===== src/rtl/mac_tx_framer.sv =====
// mac_tx_framer: turns user AXI-Stream frames (DA..payload) into MAC-ready
// frames for mac_rgmii. It pads short frames, appends the CRC32 FCS and
// enforces the inter-frame gap. An underrun or an oversize frame is cut
// short and closed with an inverted FCS so that the receiver drops it.
module mac_tx_framer #(
    parameter bit PAD_EN  = 1'b1,
    parameter int MIN_LEN = 60,
    parameter int MAX_LEN = 1514,
    parameter int IFG_LEN = 12
) (
    input  logic        clk,
    input  logic        rst,
    input  logic [7:0]  s_tdata,
    input  logic        s_tvalid,
    input  logic        s_tlast,
    output logic        s_tready,
    output logic [7:0]  mac_tx_data,
    output logic        mac_tx_valid,
    output logic        mac_tx_sof,
    output logic        mac_tx_eof,
    output logic [15:0] frame_cnt,
    output logic [15:0] err_cnt,
    output logic        busy
);

    typedef enum logic [2:0] {
        S_IDLE,
        S_DATA,
        S_PAD,
        S_FCS,
        S_DRAIN,
        S_IFG
    } state_t;

    localparam logic [10:0] MIN_L    = 11'(MIN_LEN);
    localparam logic [10:0] MAX_L    = 11'(MAX_LEN);
    localparam logic [15:0] IFG_LOAD = 16'(IFG_LEN - 1);

    state_t      state;
    logic [10:0] len;        // bytes already sent in the current frame
    logic [31:0] crc;        // running CRC register, not yet inverted
    logic [1:0]  fcs_idx;    // next FCS byte to send, LSB byte first
    logic        corrupt;    // frame aborted: send the inverse of the good FCS
    logic        skip_drain; // aborting byte already carried tlast
    logic [15:0] ifg_cnt;
    logic [10:0] len_inc;

    assign len_inc  = len + 11'd1;
    assign s_tready = (state == S_IDLE) || (state == S_DATA) || (state == S_DRAIN);
    assign busy     = (state != S_IDLE);

    // Reflected Ethernet CRC32, one byte per call
    function automatic logic [31:0] crc_byte(input logic [31:0] c, input logic [7:0] d);
        logic [31:0] r;
        r = c ^ {24'h0, d};
        for (int i = 0; i < 8; i++) begin
            r = r[0] ? ((r >> 1) ^ 32'hEDB88320) : (r >> 1);
        end
        return r;
    endfunction

    // FCS byte selection; an aborted frame sends the raw register, which is
    // the bitwise inverse of the correct FCS
    function automatic logic [7:0] fcs_byte(input logic [31:0] c, input logic [1:0] idx,
                                            input logic inv);
        logic [31:0] f;
        logic [7:0]  b;
        f = inv ? c : ~c;
        unique case (idx)
            2'd0: b = f[7:0];
            2'd1: b = f[15:8];
            2'd2: b = f[23:16];
            default: b = f[31:24];
        endcase
        return b;
    endfunction

    // Framer state machine with registered MAC-side outputs
    always_ff @(posedge clk) begin
        if (rst) begin
            state        <= S_IDLE;
            len          <= '0;
            crc          <= 32'hFFFFFFFF;
            fcs_idx      <= '0;
            corrupt      <= 1'b0;
            skip_drain   <= 1'b0;
            ifg_cnt      <= '0;
            frame_cnt    <= '0;
            err_cnt      <= '0;
            mac_tx_data  <= '0;
            mac_tx_valid <= 1'b0;
            mac_tx_sof   <= 1'b0;
            mac_tx_eof   <= 1'b0;
        end else begin
            mac_tx_data  <= '0;
            mac_tx_valid <= 1'b0;
            mac_tx_sof   <= 1'b0;
            mac_tx_eof   <= 1'b0;
            unique case (state)
                S_IDLE: begin
                    if (s_tvalid) begin
                        mac_tx_data  <= s_tdata;
                        mac_tx_valid <= 1'b1;
                        mac_tx_sof   <= 1'b1;
                        crc          <= crc_byte(32'hFFFFFFFF, s_tdata);
                        len          <= 11'd1;
                        fcs_idx      <= 2'd0;
                        corrupt      <= 1'b0;
                        skip_drain   <= 1'b0;
                        if (!s_tlast) begin
                            state <= S_DATA;
                        end else if (PAD_EN && (MIN_L > 11'd1)) begin
                            state <= S_PAD;
                        end else begin
                            state <= S_FCS;
                        end
                    end
                end
                S_DATA: begin
                    if (!s_tvalid || (len == MAX_L)) begin
                        // Abort: the first corrupted FCS byte goes out now so
                        // that valid stays continuous up to eof
                        mac_tx_data  <= fcs_byte(crc, 2'd0, 1'b1);
                        mac_tx_valid <= 1'b1;
                        fcs_idx      <= 2'd1;
                        corrupt      <= 1'b1;
                        skip_drain   <= s_tvalid && s_tlast;
                        err_cnt      <= err_cnt + 16'd1;
                        state        <= S_FCS;
                    end else begin
                        mac_tx_data  <= s_tdata;
                        mac_tx_valid <= 1'b1;
                        crc          <= crc_byte(crc, s_tdata);
                        len          <= len_inc;
                        if (s_tlast) begin
                            state <= (PAD_EN && (len_inc < MIN_L)) ? S_PAD : S_FCS;
                        end
                    end
                end
                S_PAD: begin
                    mac_tx_valid <= 1'b1;
                    crc          <= crc_byte(crc, 8'h00);
                    len          <= len_inc;
                    if (len_inc >= MIN_L) begin
                        state <= S_FCS;
                    end
                end
                S_FCS: begin
                    mac_tx_data  <= fcs_byte(crc, fcs_idx, corrupt);
                    mac_tx_valid <= 1'b1;
                    fcs_idx      <= fcs_idx + 2'd1;
                    if (fcs_idx == 2'd3) begin
                        mac_tx_eof <= 1'b1;
                        ifg_cnt    <= IFG_LOAD;
                        if (!corrupt) begin
                            frame_cnt <= frame_cnt + 16'd1;
                        end
                        state <= (corrupt && !skip_drain) ? S_DRAIN : S_IFG;
                    end
                end
                S_DRAIN: begin
                    if (s_tvalid && s_tlast) begin
                        ifg_cnt <= IFG_LOAD;
                        state   <= S_IFG;
                    end
                end
                S_IFG: begin
                    if (ifg_cnt == 16'd0) begin
                        state <= S_IDLE;
                    end else begin
                        ifg_cnt <= ifg_cnt - 16'd1;
                    end
                end
                default: state <= S_IDLE;
            endcase
        end
    end

endmodule


===== config.mk =====
export PLATFORM = sky130hd
export DESIGN_NAME = mac_tx_framer
export DESIGN_NICKNAME = d
export VERILOG_FILES = /design/src/rtl/mac_tx_framer.sv
export SDC_FILE = /design/constraint.sdc
export NUM_CORES = 1
export LEC_CHECK = 0
export CAP_MARGIN = 15
export CORE_MARGIN = 3
export CORE_UTILIZATION = 40
export CTS_CLUSTER_DIAMETER = 40
export DETAILED_ROUTE_END_ITERATION = 8
export GPL_TIMING_DRIVEN = 0
export PLACE_DENSITY = 0.68
export SLEW_MARGIN = 20
export SYNTH_ARGS = -nofsm -noshare
export SYNTH_HDL_FRONTEND = slang
export SYNTH_SLANG_ARGS = --single-unit

===== constraint.sdc =====
create_clock -name clk -period 2.9 [get_ports clk]
set_clock_uncertainty 0.05 [all_clocks]
set_input_delay 0.58 -clock clk [delete_from_list [all_inputs] [get_ports clk]]
set_output_delay 0.58 -clock clk [all_outputs]
set_load 0.005 [all_outputs]

* Word level (Yosys, flattened, before mapping)
Index checks and enable logic that the tools add are counted.
** Operators by class
- Equality and inequality tests :: 18
- Bitwise gates (word level) :: 30
- Mux-type cells :: 61
- $add $sub $neg :: 5
- Reductions and logical operators :: 25
- Magnitude comparators :: 2
** Operators by type and width (count)
- 2-to-1 mux 32 bit :: 27
- NOT 13 -> 14 bit :: 24
- case mux 32 bit (3 select lines) :: 1
- 2-to-1 mux 16 bit :: 3
- case mux 16 bit (3 select lines) :: 1
- case mux 8 bit (3 select lines) :: 2
- case mux 11 bit (3 select lines) :: 1
- adder 16 x 1 -> 16 bit (second input constant) :: 2
- NOT 32 bit :: 1
- NOT 8 -> 32 bit :: 1
- bitwise XOR 32 x 8 -> 32 bit :: 1
- 2-to-1 mux 11 bit :: 2
- 2-to-1 mux 3 bit :: 7
- case mux 3 bit (6 select lines) :: 1
- zero test 16 bit :: 1
- 2-to-1 mux 8 bit :: 2
- subtractor 16 x 1 -> 16 bit (second input constant) :: 1
- != test 2 bit (second input constant) :: 6
- AND reduction 3 bit :: 4
- nonzero test 3 bit :: 4
- adder 11 x 1 -> 11 bit (second input constant) :: 1
- equality test 11 bit (second input constant) :: 1
- >= comparator 11 x 6 -> 1 bit (second input constant) :: 1
- < comparator 11 x 6 -> 1 bit (second input constant) :: 1
- 24 further kinds :: 45
** Word-level totals
- Output and inout bits :: 45
- Input bits :: 12
- Register bits after elaboration :: 109
- Logic and storage cells :: 154

* Logic depth before layout (Yosys ltp)
- Depth in word-level cells :: 19
- Depth in mapped cells :: 10

* Worst setup path after synthesis
No wires, ideal clock.
- Path kind :: input -> register
- Start point :: in s_tdata[1]
- End point :: reg crc[20]
- Cell stages on the path :: 6
- Required time :: 2.717 ns
- Setup slack :: 0.189 ns
- Data arrival time :: 2.528 ns
- Buffers on the path :: 1
- Path through :: buf_2 > xnor2_2 > xnor3_1 > xnor3_1 > a221oi_1 > a211oi_1
** Between the ends
- Longest elaborated chain between the ends :: 15
** Ends and longest elaborated chain
- start, declared :: RTL line 13 : input logic [7:0] s_tdata,
- bitwise XOR 32 x 8 -> 32 bit / NOT 8 -> 32 bit (equally long branches)
- 2-to-1 mux 32 bit (3 in a row) :: RTL line 57 : r = r[0] ? ((r >> 1) ^ 32'hEDB88320) : (r >> 1);
- NOT 13 -> 14 bit (no line)
- 2-to-1 mux 32 bit :: RTL line 57
- NOT 13 -> 14 bit (no line)
- 2-to-1 mux 32 bit (2 in a row) :: RTL line 57
- NOT 13 -> 14 bit (no line)
- 2-to-1 mux 32 bit :: RTL line 57
- NOT 13 -> 14 bit (no line)
- 2-to-1 mux 32 bit :: RTL line 57
- 2-to-1 mux 32 bit, on equally long branches :: RTL line 120, 101
- case mux 32 bit (3 select lines) (*) :: RTL line 99 : unique case (state)
- end signal, assigned :: RTL line 105 : crc <= crc_byte(32'hFFFFFFFF, s_tdata);
- end signal, assigned :: RTL line 133 : crc <= crc_byte(crc, s_tdata);
- end signal, assigned :: RTL line 142 : crc <= crc_byte(crc, 8'h00);
- end, declared :: RTL line 41 : logic [31:0] crc;
Mark *: on every way between the ends. The rest lies on a longest branch, timed or not. The select of a mux whose other input is x is not followed.
A chain may end at the register's enable or synchronous reset.

* Final worst setup path
- Start point :: reg state[0]
- End point :: out s_tready
** Between the ends
- Longest elaborated chain between the ends :: 3
** Ends and longest elaborated chain
- start, declared :: RTL line 39 : state_t state;
- start signal, assigned :: RTL line 136 : state <= (PAD_EN && (len_inc < MIN_L)) ? S_PAD : S_FCS;
- start signal, assigned :: RTL line 158 : state <= (corrupt && !skip_drain) ? S_DRAIN : S_IFG;
- equality test 3 x 1 -> 1 bit / zero test 3 bit (equally long branches) :: RTL line 49 : assign s_tready = (state == S_IDLE) || (state == S_DATA) || (state == S_DRAIN);
- logical OR 1 bit :: RTL line 49
- logical OR 1 bit (*) :: RTL line 49
- end, declared :: RTL line 16 : output logic s_tready,
Mark *: on every way between the ends. The rest lies on a longest branch, timed or not.

==> reports/qor.txt <==
Gp weighted congestion = 0.961
Post-Syn Area per Cell = 8.16 sq um
First-pass GRT wire length = 36.6 mm
I/O Buffers = 48
Fill count = 1763
Critical Path AT = 2.18 ns
GR Util All Layers = 22.6%
Fmax = 0.355 GHz
CP Cell Sequence = clkbuf_2, clkbuf_4, buf_2, a21oi_1, clkdlybuf4s50_1
Post-synth EDFFs = 0
Post-Syn Nets = 933
Pre-CTS WS = -0.570 ns
Vias post-DR = 7407
Pre-antenna DRT Iters = 6
Yosys warns = 0
Max_slew headroom = 43.0%
Die area = 20300 sq um
Initial antenna violation count = 0
Status = completed
DRC Markers = 0
Inserted Clock Buffers = 9
Max Cap Violations = 0
Final instance area = 8640 sq um
Met2 usage = 36.2%
Synth async-reset ratio = 0%
Clk buf depth = 2
Crit path largest cell delay = 0.48 ns
Cell count after synthesis = 912
# nets final = 991
CP max FO = 10
Crit-path slowest cell = clkdlybuf4s50_1
Busiest grt layer = met2
Clk sinks = 109
Library cells used by synthesis = 67
Cell Rows = 49
Initial drt markers = 764
Worst Path Required = 2.27 ns
Synth area leaders = dfxtp_1 29%, xnor2_1 13%, xor2_1 6.7%
Met3 usage = 4.37%
Hold Vio Cnt, Final = 0
Synth Flop Type = dfxtp_1
Top-Level Pins = 57
Top cells by count, synth = 112 x xnor2_1, 109 x dfxtp_1, 91 x nor2_1, 65 x nand2_1
Final min period = 2.81 ns
Hold crit path type = reg2reg
Core Box Area = 18100 sq um
Pwr dens = 862 nW/um^2
Post-synth top area share = 29.3%
Mapped Area = 7440 sq um
Area of placed instances = 8220 sq um
Root buffer cell = clkbuf_16
RSZ-0062 raised after global routing = yes
Leak Pwr = 3.06 nW
Flops & latches, synth = 109
WL/cell = 19.6 microns
Layout cells sized above 1 = 7.38%
Setup Crit Path Kind = reg2out
Post-DP HPWL = 17.1 mm
Fin crit share = 97.0%
Sequential fraction of the synthesis area = 29.3%
Vias in the first global route = 6607
Initial core utilization = 41.0%
TritonCTS clock tree = built
Min Hold Slack = 0.432 ns
CP Launch Type = flop
Antenna violation net count after detailed routing = 0
CP endpoint kind = output pin
Largest net degree at the start of global routing = 23
Max-slew violation count = 0
Die height = 142 microns
Worst skew pair latency = 0.37 ns
Clk slew on worst S/H paths = 0.08 ns
Top-count cell post-synth = xnor2_1
Die Width = 142 microns
Overflow after GRT = 0
Worst Tran Pin Value = 0.855 ns
Vias/cell = 6.15
Leading area contributor after synthesis = dfxtp_1
Final Setup Violations = 0
Fin worst setup slack = 0.0865 ns
# diodes = 0
M1 GR Usage = 30.7%
H-tree depth = 3
Final Power = 7.45 mW
Final WL = 23.6 mm
Synthesis-to-finish area growth = 16.1%
Maximum VDD drop = 0.735 mV
[kinds of logic after synthesis]
kind of cell             Yosys count  share of synthesized area (%)
buffers and inverters             89                           4.83
AND/OR/NAND/NOR                  279                           18.6
flip-flops                       109                           29.3
XOR/XNOR                         178                           22.3
adder cells (fa/ha/maj)            9                           1.51
multiplexers                       1                          0.135
AO/OA/AOI/OAI                    247                           23.3
[cells in the final DEF, fill, tap and decap left out, types with 11 or more instances in the layout]
cell type        instances
o211ai_1                23
nand2_1                 65
xor2_1                  55
a22oi_1                 12
dfxtp_1                109
o22ai_1                 22
clkbuf_1                44
o21ai_0                 31
clkdlybuf4s50_1         48
buf_2                   17
a21oi_1                 51
nand4_1                 11
nor2_1                  89
inv_1                   14
a222oi_1                19
nand3_1                 24
a221oi_1                18
xnor2_1                107
[final timing paths]
check,start,endpoint,slack [ns],depth (start not counted)
min,ifg_cnt[12]$_SDFFE_PP0P_,ifg_cnt[12]$_SDFFE_PP0P_,0.43,2
max reg2reg,crc[5]$_SDFFE_PP1P_,crc[19]$_SDFFE_PP1P_,0.09,6
max,state[0]$_SDFFE_PP0P_,s_tready,0.09,5
min reg2reg,ifg_cnt[12]$_SDFFE_PP0P_,ifg_cnt[12]$_SDFFE_PP0P_,0.43,2
[critical path: cells and delay by family (launching register included)]
family / cells / cell delay [ns]
AO/OA/AOI/OAI: 1 / 0.14
flip-flops: 1 / 0.43
buffers and inverters: 4 / 1.26
[metal layers]
layer / routed length (microns) / vias up / share of wire [%]
met5: 0 / - / 0
met4: 744 / 0 / 3.2
met3: 2090 / 62 / 8.9
met2: 10700 / 396 / 45
met1: 10100 / 3508 / 43
li1: - / 3441 / -
[repair_timing]
item	4_1_cts	5_1_grt
hold buffers	0	0
resized for setup	12	23
endpoints found under the setup margin	25	31
setup buffers	0	0
[where the power goes]
group | leakage, nW | internal (mW) | total, mW | switching (mW)
registers | 0.890 | 1.70 | 2.03 | 0.327
clock network | 0.153 | 0.625 | 1.29 | 0.668
logic | 2.02 | 1.81 | 4.13 | 2.32
[through the flow]
step / std cells / setup TNS (ns) / utilization [%]
2_1_floorplan: 912 / 0 / -
3_3_place_gp: 1189 / -5.00 / 45.2
3_5_place_dp: 1190 / -3.48 / 45.3
4_1_cts: 1206 / 0 / 47.2
5_1_grt: 1204 / -0.0444 / 47.6
6_report: 1204 / 0 / 47.6
[flip-flops by register name, summed over array words and instances (netlist names)]
signal,flops
crc,32
corrupt,1
mac_tx_sof,1
skip_drain,1
frame_cnt,16
ifg_cnt,16
mac_tx_valid,1
mac_tx_eof,1
fcs_idx,2
err_cnt,16
len,11
state,3
mac_tx_data,8
[layout make-up]
cell class | count | area [sq um] | area share [%]
Sequential cell | 109 | 2180 | 25.3
Multi-Input combinational cell | 714 | 5000 | 57.9
Buffer | 72 | 313 | 3.62
Tap cell | 229 | 287 | 3.32
Clock buffer | 9 | 225 | 2.61
Timing Repair Buffer | 49 | 485 | 5.62
Clock inverter | 7 | 88.8 | 1.03
Inverter | 15 | 56.3 | 0.652
Note: power is estimated with default switching activity, not from simulation.
